===== src/rtl/rf_pkg.sv =====
// rf_pkg: register-file geometry shared with the register file, plus the
// state encoding of the rf_scan_reader sweep FSM.
package rf_pkg;

  localparam int unsigned RF_AW       = 3;
  localparam int unsigned RF_DW       = 32;
  localparam int unsigned RF_NUM_REGS = 8;

  typedef enum logic [2:0] {
    ST_IDLE = 3'd0,
    ST_READ = 3'd1,
    ST_SEND = 3'd2,
    ST_CSUM = 3'd3,
    ST_DONE = 3'd4
  } scan_state_t;

endpackage


===== src/rtl/rf_scan_reader.sv =====
// rf_scan_reader: on start, sweeps register-file addresses 0..NUM_REGS-1,
// captures each word and streams it out on a valid/ready handshake.
// Optional feature macro RF_SCAN_CHECKSUM_EN appends an XOR checksum word
// after the last register; without it out_csum stays 0.
module rf_scan_reader
  import rf_pkg::*;
#(
  parameter int unsigned AW       = RF_AW,
  parameter int unsigned DW       = RF_DW,
  parameter int unsigned NUM_REGS = RF_NUM_REGS
) (
  input  logic          clk,
  input  logic          reset_n,
  input  logic          start,
  output logic [AW-1:0] rf_rAddr,
  input  logic [DW-1:0] rf_rData,
  output logic          out_valid,
  input  logic          out_ready,
  output logic [DW-1:0] out_data,
  output logic [AW-1:0] out_index,
  output logic          out_last,
  output logic          out_csum,
  output logic          busy,
  output logic          done
);

  localparam logic [AW-1:0] LAST_IDX = AW'(NUM_REGS - 1);

`ifdef RF_SCAN_CHECKSUM_EN
  localparam bit CSUM_EN = 1'b1;
  logic [DW-1:0] acc, acc_d;
`else
  localparam bit CSUM_EN = 1'b0;
`endif

  scan_state_t   state, state_d;
  logic [AW-1:0] idx, idx_d;
  logic          valid_d, last_d, csum_d, busy_d, done_d;
  logic [DW-1:0] data_d;
  logic [AW-1:0] index_d;
  logic          hs;

  assign rf_rAddr = idx;
  assign hs       = out_valid && out_ready;

  // Next-state and next-output logic for the sweep FSM.
  always_comb begin
    state_d = state;
    idx_d   = idx;
    valid_d = out_valid;
    data_d  = out_data;
    index_d = out_index;
    last_d  = out_last;
    csum_d  = out_csum;
`ifdef RF_SCAN_CHECKSUM_EN
    acc_d   = acc;
`endif
    unique case (state)
      ST_IDLE: begin
        if (start) begin
          idx_d   = '0;
          state_d = ST_READ;
`ifdef RF_SCAN_CHECKSUM_EN
          acc_d   = '0;
`endif
        end
      end
      ST_READ: begin
        data_d  = rf_rData;
        index_d = idx;
        valid_d = 1'b1;
        last_d  = (idx == LAST_IDX) && !CSUM_EN;
        csum_d  = 1'b0;
        state_d = ST_SEND;
`ifdef RF_SCAN_CHECKSUM_EN
        acc_d   = acc ^ rf_rData;
`endif
      end
      ST_SEND: begin
        if (hs) begin
          valid_d = 1'b0;
          if (idx != LAST_IDX) begin
            idx_d   = idx + AW'(1);
            state_d = ST_READ;
          end else begin
`ifdef RF_SCAN_CHECKSUM_EN
            // Checksum word is loaded on this edge so it costs one cycle.
            valid_d = 1'b1;
            data_d  = acc;
            index_d = LAST_IDX;
            last_d  = 1'b1;
            csum_d  = 1'b1;
            state_d = ST_CSUM;
`else
            state_d = ST_DONE;
`endif
          end
        end
      end
      ST_CSUM: begin
        if (hs) begin
          valid_d = 1'b0;
          state_d = ST_DONE;
        end
      end
      ST_DONE: begin
        idx_d   = '0;
        last_d  = 1'b0;
        csum_d  = 1'b0;
        state_d = ST_IDLE;
      end
      default: state_d = ST_IDLE;
    endcase
    busy_d = (state_d != ST_IDLE);
    done_d = (state_d == ST_DONE);
  end

  // State and registered-output update.
  always_ff @(posedge clk or negedge reset_n) begin
    if (!reset_n) begin
      state     <= ST_IDLE;
      idx       <= '0;
      out_valid <= 1'b0;
      out_data  <= '0;
      out_index <= '0;
      out_last  <= 1'b0;
      out_csum  <= 1'b0;
      busy      <= 1'b0;
      done      <= 1'b0;
    end else begin
      state     <= state_d;
      idx       <= idx_d;
      out_valid <= valid_d;
      out_data  <= data_d;
      out_index <= index_d;
      out_last  <= last_d;
      out_csum  <= csum_d;
      busy      <= busy_d;
      done      <= done_d;
    end
  end

`ifdef RF_SCAN_CHECKSUM_EN
  // XOR accumulator of every word captured in the current sweep.
  always_ff @(posedge clk or negedge reset_n) begin
    if (!reset_n) acc <= '0;
    else          acc <= acc_d;
  end
`endif

endmodule


===== config.mk =====
export PLATFORM = sky130hd
export DESIGN_NAME = rf_scan_reader
export DESIGN_NICKNAME = d
export VERILOG_FILES = /design/src/rtl/rf_pkg.sv /design/src/rtl/rf_scan_reader.sv
export SDC_FILE = /design/constraint.sdc
export NUM_CORES = 1
export LEC_CHECK = 0
export ABC_AREA = 1
export CORE_MARGIN = 5
export CORE_UTILIZATION = 37
export DETAILED_ROUTE_END_ITERATION = 12
export GPL_ROUTABILITY_DRIVEN = 1
export GPL_TIMING_DRIVEN = 0
export HOLD_SLACK_MARGIN = 0.08
export PLACE_DENSITY = 0.77
export SYNTH_ARGS = -nofsm -noshare
export SYNTH_HDL_FRONTEND = slang
export SYNTH_SLANG_ARGS = --single-unit
export TNS_END_PERCENT = 1

===== constraint.sdc =====
create_clock -name clk -period 1.3 [get_ports clk]
set_input_delay 0.195 -clock clk [delete_from_list [all_inputs] [get_ports clk]]
set_output_delay 0.195 -clock clk [all_outputs]
set_load 0.05 [all_outputs]

==> metrics.cfg <==
[sta]
hold_viol=0
max_freq_ghz=0.778
period_share_pct=98.9
rsz0062_at_grt=true
finalSetupViolations=0
fin_skew_ns=0.00528
fin_crit_ns=1.29
final-max-slew-violation-count=0

[drt]
wl_per_cell_um=12.6
vias_per_cell=4.36
routed_wirelength_um=4540
drt-pass1-iter-count=4
drtIter0Drc=33
num_vias=1573
ant_nets=0
drcViolationCount=0

[floorplanning]
die_h_um=79.9
core-area_sq_um=4720
ios=79
die-area_sq_um=6380
die_x_um=79.9
fp-row-count=25
start_util_pct=38.3

[power]
p_leak_nw=1.45
ir_drop_uv=1260
p_per_area_nw_per_um2=2800
p_int_mw=3.89
pwr-share-comb_pct=58.7
p_sw_mw=4.13
clkPwrFrac_pct=11.1
pwr-share-seq_pct=30.2
p_sw_share_pct=51.5

[clock_tree]
cts_buffers=5
insertion_delay_ns=0.29
clockBufferDepth=2
postCtsSetupRepairBufs=0
cts_tree=built
root_buffer=clkbuf_8
cts.sinks=45
cts.reportedPaths.clkPinSlew_ns=0.08
h-tree-depth=2

[setup_path]
reg2reg_depth=7
r2r_start=rf_rAddr[1]
start_kind=flip-flop
cp.buffers_inverters=1
endpoint=rf_rAddr[0]
startpoint=rf_rAddr[0]
cp.depth=1
rr_endpoint=rf_rAddr[2]
required_ns=1.11
crit_chain=clkdlybuf4s15_2
r2r_slack_ns=0.02
critPathTopFamily=flip-flops
crit_fanout=4
cp_slowest_cell=dfrtp_2
cp-end-kind=primary output
crit_arrival_ns=1.09
cpPeakStageDelay_ns=0.42
worst-setup-path-type=flip-flop to primary output

[synth]
syn-num-nets=245
synth_xor_xnor_area_share_pct=0
synth_compound_area_share_pct=1.11
synthAdderAreaFrac_pct=1.38
syn_area_sq_um=1810
syn_avg_cell_area_sq_um=8.73
syn_inst=207
synth_cell_types=16
yosysSeqAreaShare_pct=62.3
synth_seq_cells=45
synth_top_family_by_area=simple AND/OR/NAND/NOR gates
yosys.area_share.simple_pct=29.3
ys_warn_count=0
synth_mux_area_share_pct=0

[grt]
grt_max_degree=36
grt_usage_pct=14.8
grt_first_pass_wirelength_um=7250
antenna_found_initial=0
grt_pass1_vias=1520
overflow=0

[placed_design]
port_buffers=77
place_congestion=0.740
dpl-instance-area_sq_um=2720
dp_hpwl_um=3380

[min_path]
hold_class=primary input to asynchronous set/reset pin

[final_layout]
synthToLayoutAreaGrowth_pct=58.6
nets=331
antennaDiodeCount=0
fin_util_pct=60.7
fin_area_sq_um=2870
drive_gt1_share_pct=23.8

[run]
cap_violations=0

[outcome]
status=finished clean

-- cells in the mapped netlist --
cell type | n | area share [%]
conb_1 | 1 | 0.21
o21ai_1 | 1 | 0.28
nand3_2 | 1 | 0.55
nand3_1 | 9 | 2.5
inv_2 | 2 | 0.42
ha_1 | 2 | 1.4
o21ai_0 | 2 | 0.55
nand2_1 | 117 | 24
buf_6 | 2 | 1.2
dfrtp_1 | 45 | 62
inv_1 | 9 | 1.9
nor3_1 | 1 | 0.28
nor2_1 | 8 | 1.7
buf_2 | 2 | 0.55
a21oi_1 | 1 | 0.28
buf_4 | 4 | 1.7
-- flip-flops by register name, indices dropped and copies added (netlist names) --
signal	count
done	1
state	3
out_data	32
busy	1
out_index	3
out_valid	1
out_last	1
rf_rAddr	3
-- per-layer routing --
layer / vias up / track usage, % / share of wire (%) / routed length [um]
met5: - / 0 / 0 / 0
met2: 59 / 22.6 / 45 / 2040
met4: 0 / 3.72 / 0.64 / 29
li1: 796 / - / - / -
met3: 5 / 6.88 / 9.9 / 449
met1: 713 / 19.0 / 44 / 2020
-- metrics by stage --
step                      setup TNS, ns  worst slack, ns  hold WS, ns  total power [mW]  std cells
final                                 0           0.0148        0.305              8.02        361
after global routing             -0.295          -0.0757        0.319              8.53        361
after CTS                       -0.0962          -0.0898        0.295              8.10        361
after detailed placement          -1.49           -0.127       0.0904              7.36        352
after global placement           -56.99            -1.39        0.461              7.26        351
after floorplan                  -0.103          -0.0338       -0.101              5.65        207
-- how the worst min path moves through the flow --
stage,startpoint,to,slack (ns),depth (start not counted)
floorplan,reset_n,busy,-0.10,0
global placement,out_index[1],out_index[1],0.46,2
detailed placement,reset_n,out_data[12],0.09,1
CTS,reset_n,out_data[12],0.30,2
global route,reset_n,out_data[12],0.32,2
finish,reset_n,out_data[12],0.31,2
-- final cells by class --
class	count	area [sq um]
clock buffer	8	90.1
buffer	8	62.6
inverter	11	43.8
fill	406	1860
timing repair buffer	79	830
tap	67	83.8
sequential	45	1130
multi-input combinational	143	628
-- power by group through the flow --
stage / logic [mW] / clock network [mW] / registers (mW)
floorplan: 1.18 / 0 / 4.47
global placement: 4.83 / 0 / 2.42
detailed placement: 4.92 / 0 / 2.44
CTS: 4.76 / 0.917 / 2.43
global route: 5.04 / 0.984 / 2.51
finish: 4.71 / 0.890 / 2.42
-- cell usage in the layout (no fill, tap or decap), types with 2 or more instances in the layout --
cell             instances
nor2_1                   7
buf_4                    4
dfrtp_2                  3
clkbuf_8                 6
dfrtp_1                 42
clkdlybuf4s15_2         39
ha_4                     2
nand2_2                  2
nand3_1                  8
buf_2                    5
buf_6                    2
inv_1                    9
nand2_1                115
clkdlybuf4s50_1         34
clkbuf_1                 2
o21ai_0                  2
-- timing repair --
action	4_1_cts	5_1_grt
gates resized for setup	129	4
hold buffers	1	0
endpoints found under the hold margin	31	0
endpoints found under the setup margin	43	17
gates cloned	0	0
pin swaps	0	1
-- logic make-up (layout without fill, tap and decap cells) --
logic type,Yosys count,count (layout)
AO/OA/AOI/OAI,4,4
other,1,1
flip-flops,45,45
adder cells (fa/ha/maj),2,2
AND/OR/NAND/NOR,136,136
buffers and inverters,19,106
No activity file was read; power rests on OpenSTA's default activity.
